`config.mk`:
```
export PLATFORM = sky130hd
export DESIGN_NAME = alu_output_ctrl
export DESIGN_NICKNAME = d
export VERILOG_FILES = /design/src/rtl/alu_output_ctrl.sv
export SDC_FILE = /design/constraint.sdc
export NUM_CORES = 1
export LEC_CHECK = 0
export CELL_PAD_IN_SITES_DETAIL_PLACEMENT = 2
export CELL_PAD_IN_SITES_GLOBAL_PLACEMENT = 2
export CORE_MARGIN = 3
export CORE_UTILIZATION = 42
export DETAILED_ROUTE_END_ITERATION = 8
export DONT_BUFFER_PORTS = 1
export GPL_TIMING_DRIVEN = 0
export PLACE_DENSITY_LB_ADDON = 0.1
export SLEW_MARGIN = 10
export SYNTH_ARGS = -nofsm -noshare
export SYNTH_HDL_FRONTEND = slang
export SYNTH_SLANG_ARGS = --single-unit
```
`constraint.sdc`:
```
create_clock -name i_clock -period 6.91 [get_ports i_clock]
set_clock_uncertainty 0.1 [all_clocks]
set_input_delay 0.691 -clock i_clock [delete_from_list [all_inputs] [get_ports i_clock]]
set_output_delay 0.691 -clock i_clock [all_outputs]
set_load 0.02 [all_outputs]
```
`src/rtl/alu_output_ctrl.sv`:
```
// Output side of the board ALU: result/carry capture, LED mirror, sequential binary-to-BCD
// conversion and a multiplexed 4-digit 7-segment driver. Define ALU_OUT_HEX_EN for hex digits.
module alu_output_ctrl #(
  parameter int N_DATA      = 8,
  parameter int REFRESH_DIV = 100000
) (
  input  logic              i_clock,
  input  logic              i_reset,
  input  logic [N_DATA-1:0] i_result,
  input  logic              i_carry,
  input  logic              i_load,
  output logic [N_DATA-1:0] o_led,
  output logic [6:0]        o_seg,
  output logic              o_dp,
  output logic [3:0]        o_an,
  output logic              o_busy
);

  localparam int RW = (REFRESH_DIV > 1) ? $clog2(REFRESH_DIV) : 1;

  typedef enum logic [1:0] {IDLE, CONV, DONE} state_t;

  state_t            state_q, state_d;
  logic [N_DATA-1:0] result_q, result_d;
  logic              carry_q, carry_d;
  logic [15:0]       dig_q, dig_d;
  logic [RW-1:0]     ref_q, ref_d;
  logic [1:0]        idx_q, idx_d;
  logic [3:0]        an_q, an_d;
  logic [6:0]        seg_q, seg_d;
  logic              dp_q, dp_d;
`ifndef ALU_OUT_HEX_EN
  localparam int SW = 16 + N_DATA;
  logic [SW-1:0]     sh_q, sh_d;
  logic [3:0]        bitcnt_q, bitcnt_d;
`endif

  function automatic logic [15:0] dabble_adjust(input logic [15:0] b);
    logic [15:0] r;
    r = b;
    for (int i = 0; i < 4; i++) begin
      if (b[4*i +: 4] >= 4'd5) r[4*i +: 4] = b[4*i +: 4] + 4'd3;
    end
    return r;
  endfunction

  function automatic logic [6:0] seg_encode(input logic [3:0] v);
    case (v)
      4'h0: return 7'b1000000;
      4'h1: return 7'b1111001;
      4'h2: return 7'b0100100;
      4'h3: return 7'b0110000;
      4'h4: return 7'b0011001;
      4'h5: return 7'b0010010;
      4'h6: return 7'b0000010;
      4'h7: return 7'b1111000;
      4'h8: return 7'b0000000;
      4'h9: return 7'b0010000;
`ifdef ALU_OUT_HEX_EN
      4'hA: return 7'b0001000;
      4'hB: return 7'b0000011;
      4'hC: return 7'b1000110;
      4'hD: return 7'b0100001;
      4'hE: return 7'b0000110;
      4'hF: return 7'b0001110;
`endif
      default: return 7'b1111111;
    endcase
  endfunction

  // Leading-zero blanking on the upper three digits; digit 0 is always lit.
  function automatic logic [6:0] digit_seg(input logic [15:0] d, input logic [1:0] idx);
    logic [3:0] n;
    logic       blank;
    case (idx)
      2'd0:    begin n = d[3:0];   blank = 1'b0;             end
      2'd1:    begin n = d[7:4];   blank = (d[15:4] == '0);  end
      2'd2:    begin n = d[11:8];  blank = (d[15:8] == '0);  end
      default: begin n = d[15:12]; blank = (d[15:12] == '0); end
    endcase
    return blank ? 7'b1111111 : seg_encode(n);
  endfunction

  always_comb begin
    state_d  = state_q;
    result_d = result_q;
    carry_d  = carry_q;
    dig_d    = dig_q;
    ref_d    = ref_q;
    idx_d    = idx_q;
`ifdef ALU_OUT_HEX_EN
    // DONE copies the already-captured value, so a load during DONE is still taken.
    case (state_q)
      DONE: begin
        dig_d   = 16'(result_q);
        state_d = IDLE;
      end
      default: state_d = IDLE;
    endcase
    if (i_load) begin
      result_d = i_result;
      carry_d  = i_carry;
      state_d  = DONE;
    end
`else
    sh_d     = sh_q;
    bitcnt_d = bitcnt_q;
    case (state_q)
      IDLE: begin
        if (i_load) begin
          result_d = i_result;
          carry_d  = i_carry;
          sh_d     = {16'd0, i_result};
          bitcnt_d = '0;
          state_d  = CONV;
        end
      end
      CONV: begin
        sh_d     = {dabble_adjust(sh_q[SW-1 -: 16]), sh_q[N_DATA-1:0]} << 1;
        bitcnt_d = bitcnt_q + 4'd1;
        if (bitcnt_q == 4'(N_DATA - 1)) state_d = DONE;
      end
      DONE: begin
        dig_d   = sh_q[SW-1 -: 16];
        state_d = IDLE;
      end
      default: state_d = IDLE;
    endcase
`endif
    if (ref_q == RW'(REFRESH_DIV - 1)) begin
      ref_d = '0;
      idx_d = idx_q + 2'd1;
    end else begin
      ref_d = ref_q + 1'b1;
    end
    // Outputs derive from next-state values so anode, segments and dp change together.
    an_d  = ~(4'b0001 << idx_d);
    seg_d = digit_seg(dig_d, idx_d);
    dp_d  = ~((idx_d == 2'd3) && carry_d);
  end

  always_ff @(posedge i_clock) begin
    if (i_reset) begin
      state_q  <= IDLE;
      result_q <= '0;
      carry_q  <= 1'b0;
      dig_q    <= '0;
      ref_q    <= '0;
      idx_q    <= '0;
      an_q     <= 4'b1110;
      seg_q    <= 7'b1000000;
      dp_q     <= 1'b1;
`ifndef ALU_OUT_HEX_EN
      sh_q     <= '0;
      bitcnt_q <= '0;
`endif
    end else begin
      state_q  <= state_d;
      result_q <= result_d;
      carry_q  <= carry_d;
      dig_q    <= dig_d;
      ref_q    <= ref_d;
      idx_q    <= idx_d;
      an_q     <= an_d;
      seg_q    <= seg_d;
      dp_q     <= dp_d;
`ifndef ALU_OUT_HEX_EN
      sh_q     <= sh_d;
      bitcnt_q <= bitcnt_d;
`endif
    end
  end

  assign o_led = result_q;
  assign o_an  = an_q;
  assign o_seg = seg_q;
  assign o_dp  = dp_q;
`ifdef ALU_OUT_HEX_EN
  assign o_busy = 1'b0;
`else
  assign o_busy = (state_q != IDLE);
`endif

endmodule

```
After elaboration in Yosys (flattened, before gate mapping)
Memory sizes are Yosys's and may differ from the RTL's.
Index checks and enable logic that the tools add are counted.
{ "word_totals": {"ff_bits": 86, "rom_bits": 112, "in_bits": 12, "output_inout_bits": 21, "elab_cells": 67, "memories": 1} }
{ "mem_list": {"columns": ["memory", "words", "word_bits", "rd", "rd_clocked_by_memory_dff", "wr", "line", "text"], "rows": [
  ["(name not given)", 16, 7, 1, 0, 0, "48", "case (v)"]
]} }
{ "op_classes": {"addsub": 7, "order_cmp": 4, "n_eq_ne": 9, "n_shift": 1, "n_mux": 18, "bitwise": 2, "reduce_logical": 13} }
{ "ops": {"columns": ["cell", "n"], "rows": [
  ["24-bit one-hot mux with 2 select lines", 1],
  ["24-bit 2-to-1 mux", 1],
  ["17-bit by 1-bit adder with 17-bit output, second input constant", 1],
  ["17-bit == test, second input constant", 1],
  ["4-bit by 3-bit >= comparator with 1-bit output, second input constant", 4],
  ["16-bit 2-to-1 mux", 1],
  ["4-bit 2-to-1 mux", 4],
  ["4-bit by 2-bit adder with 4-bit output, second input constant", 3],
  ["12-bit logical NOT", 1],
  ["4-bit one-hot mux with 3 select lines", 1],
  ["8-bit logical NOT", 1],
  ["4-bit one-hot mux with 2 select lines", 1],
  ["2-bit == test, second input constant", 3],
  ["2-bit 2-to-1 mux", 3],
  ["6-bit 2-to-1 mux", 1],
  ["2-bit AND reduction", 3],
  ["4-bit by 1-bit adder with 4-bit output, second input constant", 1],
  ["2-bit by 1-bit == test with 1-bit output, second input constant", 2],
  ["4-bit by 3-bit == test with 1-bit output, second input constant", 1],
  ["2-bit logical NOT", 2],
  ["4-bit logical NOT", 1],
  ["2-bit inequality test, second input constant", 2],
  ["4-bit inverter", 1],
  ["2-bit one-hot mux with 2 select lines", 1],
  ["10 further kinds", 13]
]} }

Logic depth before layout (Yosys ltp)
An unclocked memory read counts as a cell.
{ "depth": {"word_depth": 6, "mapped_depth": 12, "depth_no_buf": 11} }

Worst setup path before layout
OpenSTA, ideal clock, no wires.
{ "synth_timing": {"path_kind": "flip-flop to flip-flop", "from": "register ref_q[0]", "to": "register seg_q[4] (netlist: o_seg[4])", "setup_time_ns": 0.066, "arrival_time_ns": 3.019, "required_time_ns": 6.744, "path_slack_ns": 3.725, "path_stages_with_launch": 11, "path_buffers": 1, "synth_period_minus_slack_ns": 3.185, "cell_sequence": "dfxtp_1 > ha_1 > nand3_1 > or4b_4 > nor2_4 > buf_4 > mux2_2 > mux4_2 > ha_1 > mux2_4 > a21oi_2"} }
{ "synth_via": {"elab_chain_len": 6, "elab_cells_between_ends": 9, "classes_between": "3 x eq/ne; 4 x mux; 1 x reduce/logical; 1 x memory"} }
{ "synth_lines": {"columns": ["item", "line", "text"], "rows": [
  ["start: declaration", "27", "logic [RW-1:0] ref_q, ref_d;"],
  ["start signal: assignment", "162", "ref_q <= ref_d;"],
  ["17-bit == test (*)", "130", "if (ref_q == RW'(REFRESH_DIV - 1)) begin"],
  ["2-bit 2-to-1 mux (*)", "130", null],
  ["2-bit == test (tied with other cells)", "75", "case (idx)"],
  ["4-bit one-hot mux with 3 select lines", "75", null],
  ["memory 16 x 7 bit", null, null],
  ["6-bit 2-to-1 mux (*)", "81", "return blank ? 7'b1111111 : seg_encode(n);"],
  ["end signal: assignment", "165", "seg_q <= seg_d;"],
  ["end: declaration", "30", "logic [6:0] seg_q, seg_d;"]
]} }
Every way passes the cells marked *; elsewhere a longest branch is shown, timed or not.
A chain may end at the register's enable or synchronous reset.

Final worst setup path
{ "layout_timing": {"from": "register ref_q[0]", "to": "register seg_q[5] (netlist: o_seg[5])"} }
The elaborated chain is that of the path after synthesis.

==> impl_metrics.env <==
export IMPL_cts_sink_count=86
export IMPL_cts_resized=0
export IMPL_yosys_most_used_dff="dfxtp_1"
export IMPL_rr_startpoint="ref_q[0]"
export IMPL_highest_layer="met4"
export IMPL_slowest_stage="or4b_4"
export IMPL_hold_path_startpoint="sh_q[7]"
export IMPL_max_slew_margin_pct=56.24
export IMPL_dieArea_sq_um=10830
export IMPL_p_leak_nw=1.584
export IMPL_hold_end="sh_q[8]"
export IMPL_fp_dieW_microns=104.0
export IMPL_path_cells="ha_1, nand3_1, or4b_4, nor2_4, buf_8, mux4_2, mux2i_1, inv_1, ha_1, inv_1, mux2i_1, a21oi_1"
export IMPL_initial_core_util_pct=43.49
export IMPL_r2r_end="o_seg[5]"
export IMPL_n_antenna_cell=0
export IMPL_dr_pass1_iters=4
export IMPL_hold_buffers=0
export IMPL_holdWs_ps=363.5
export IMPL_antenna_found_initial=0
export IMPL_cts_buffer_depth=2
export IMPL_synth_top_area_share_pct=42.64
export IMPL_cts_setup_buffers=0
export IMPL_final_common_cell="dfxtp_1"
export IMPL_drtAntennaViolNets=0
export IMPL_cts_buffers=9
export IMPL_seq_area_frac_synth_pct=42.64
export IMPL_r2r_worst_path_cells=12
export IMPL_max_stage_delay_ps=610
export IMPL_crit_start="ref_q[0]"
export IMPL_hold_depth=2
export IMPL_fin_tns_setup_ps=0
export IMPL_nets=501
export IMPL_grt_pass1_vias=3770
export IMPL_insertion_delay_ps=350
export IMPL_setup_viol=0
export IMPL_grt_usage_pct=22.19
export IMPL_root_buffer="clkbuf_8"
export IMPL_syn_to_final_growth_pct=8.677
export IMPL_crit_fanout=10
export IMPL_tritoncts="yes"
export IMPL_crit_arrival_ps=3790
export IMPL_cp_depth=12
export IMPL_met3_length_microns=254
export IMPL_drv_cap=0
export IMPL_gp_congestion=0.7826
export IMPL_grt_max_degree=14
export IMPL_die_h_microns=104.0
export IMPL_synth_area_sq_um=4038
export IMPL_min_period_over_period_pct=52.23
export IMPL_crit_family="multiplexers"
export IMPL_synth_edf_count=0
export IMPL_io_pins=33
export IMPL_path_clk_slew_ps=80
export IMPL_syn_nets=490
export IMPL_wl_met1_mm=5.203
export IMPL_grt_pass1_wl_mm=19.37
export IMPL_status="finished clean"
export IMPL_crit_type="flip-flop to flip-flop"
export IMPL_design_area_sq_um=4388
export IMPL_syn_inst=463
export IMPL_routed_wl_mm=11.45
export IMPL_crit_buf_inv=3
export IMPL_grt_setup_unrepaired="false"
export IMPL_ys_top_cells_by_area="dfxtp_1 43%, nand2_1 5.8%, mux2i_1 5.7%"
export IMPL_finalHoldViolations=0
export IMPL_htreeDepth=3
export IMPL_place_area_sq_um=4199
export IMPL_worst_setup_path_start_kind="flip-flop"
export IMPL_hp_class="flip-flop to flip-flop"
export IMPL_synth_async_reset_ratio_pct=0
export IMPL_worstMarginPinSlew_ps=656.4
export IMPL_powerDensity_nw_per_um2=209.3
export IMPL_port_buffers=0
export IMPL_num_vias=3346
export IMPL_yosysUniqueCellTypes=43
export IMPL_synth_seq_cells=86
export IMPL_ir_drop_mv=0.1642
export IMPL_wl_per_cell_microns=18.86
export IMPL_core_sq_um=9284
export IMPL_fmax_ghz=0.2771
export IMPL_std_cell_rows=35
export IMPL_vias_per_cell=5.512
export IMPL_cp_required_ps=7100
export IMPL_drtIter0Drc=114
export IMPL_wl_met2_mm=5.809
export IMPL_period_needed_ps=3609
export IMPL_yosysTopAreaCell="dfxtp_1"
export IMPL_end_kind="flip-flop"
export IMPL_overflow=0
export IMPL_yosysWarningCount=0
export IMPL_final_cell_mix="86 x dfxtp_1, 62 x nand2_1, 50 x nor2_1"
export IMPL_drv_slew=0
export IMPL_r2r_slack_ps=3300
export IMPL_drive_gt1_share_pct=7.950
export IMPL_avgSynthCellArea_sq_um=8.721
export IMPL_drc=0
export IMPL_hpwl_mm=8.349
-- worst max-delay path by stage --
stage                          end  slack, ps
after floorplan           o_seg[4]       3720
after global placement    o_seg[5]       3420
after detailed placement  o_seg[5]       3290
after CTS                 o_seg[5]       3260
after global routing      o_seg[5]       3080
final                     o_seg[5]       3300
-- stage by stage --
step	power (mW)	utilization [%]	setup WS, ps	std cells
3_5_place_dp	0.5747	45.23	3291	592
2_1_floorplan	0.5563	-	3725	463
6_report	0.9186	47.26	3301	607
4_1_cts	0.9254	47.26	3259	607
5_1_grt	0.9597	47.26	3079	607
3_3_place_gp	0.5725	45.23	3416	592
-- state kept, by name (all words and copies together) (netlist names) --
| signal | cells |
|---|---|
| ref_q | 17 |
| state_q | 2 |
| sh_q | 24 |
| o_dp | 1 |
| idx_q | 2 |
| dig_q | 16 |
| bitcnt_q | 4 |
| o_led | 8 |
| o_an | 4 |
| o_seg | 7 |
| carry_q | 1 |
-- power breakdown --
group,internal [mW],total (mW),switching [mW]
Clock,0.174,0.356,0.182
Sequential,0.504,0.514,0.00967
Combinational,0.0113,0.0483,0.0370
-- layer usage --
layer,global-route usage (%),up-vias
li1,-,1615
met4,7.123,0
met3,3.166,15
met5,0,-
met2,39.55,39
met1,27.54,1677
-- synth_stat cells (3+ instances only) --
library cell / n
o21ai_0: 18
clkbuf_1: 20
nor2_1: 50
mux2_2: 9
nand2_1: 62
and3_1: 3
o31ai_1: 3
a31oi_1: 12
a21oi_1: 42
mux2i_1: 23
xnor2_1: 9
inv_1: 17
or3_1: 9
nand3_1: 20
mux4_2: 6
nand3b_1: 3
dfxtp_1: 86
nand4_1: 3
nor3_1: 10
xor2_1: 12
ha_1: 15
nand2b_1: 7
-- cells by family after synthesis --
group           count (synthesis)  synth area share (%)
flops                          86                 42.64
compound gates                 84                 11.65
fa+ha+maj                      15                 4.648
mux                            39                 11.93
xor+xnor                       21                 4.555
simple gates                  176                 20.08
buf+inv                        42                 4.493
-- worst reg2reg max path, stage by stage, from the launching register on --
cell     delay, ps
dfxtp_1        370
ha_1           260
nand3_1        200
or4b_4         610
nor2_4         170
buf_8          160
mux4_2         510
mux2i_1        490
inv_1          180
ha_1           220
inv_1           80
mux2i_1         70
a21oi_1        140
-- layout make-up --
| cell class | instances | area [sq um] |
|---|---|---|
| Buffer | 25 | 117.6 |
| Clock buffer | 11 | 141.4 |
| Clock inverter | 4 | 47.55 |
| Fill cell | 1050 | 4896 |
| Inverter | 17 | 63.81 |
| Multi-Input combinational cell | 335 | 2135 |
| Sequential cell | 86 | 1722 |
| Tap cell | 129 | 161.4 |
Note: power is estimated with default switching activity, not from simulation.
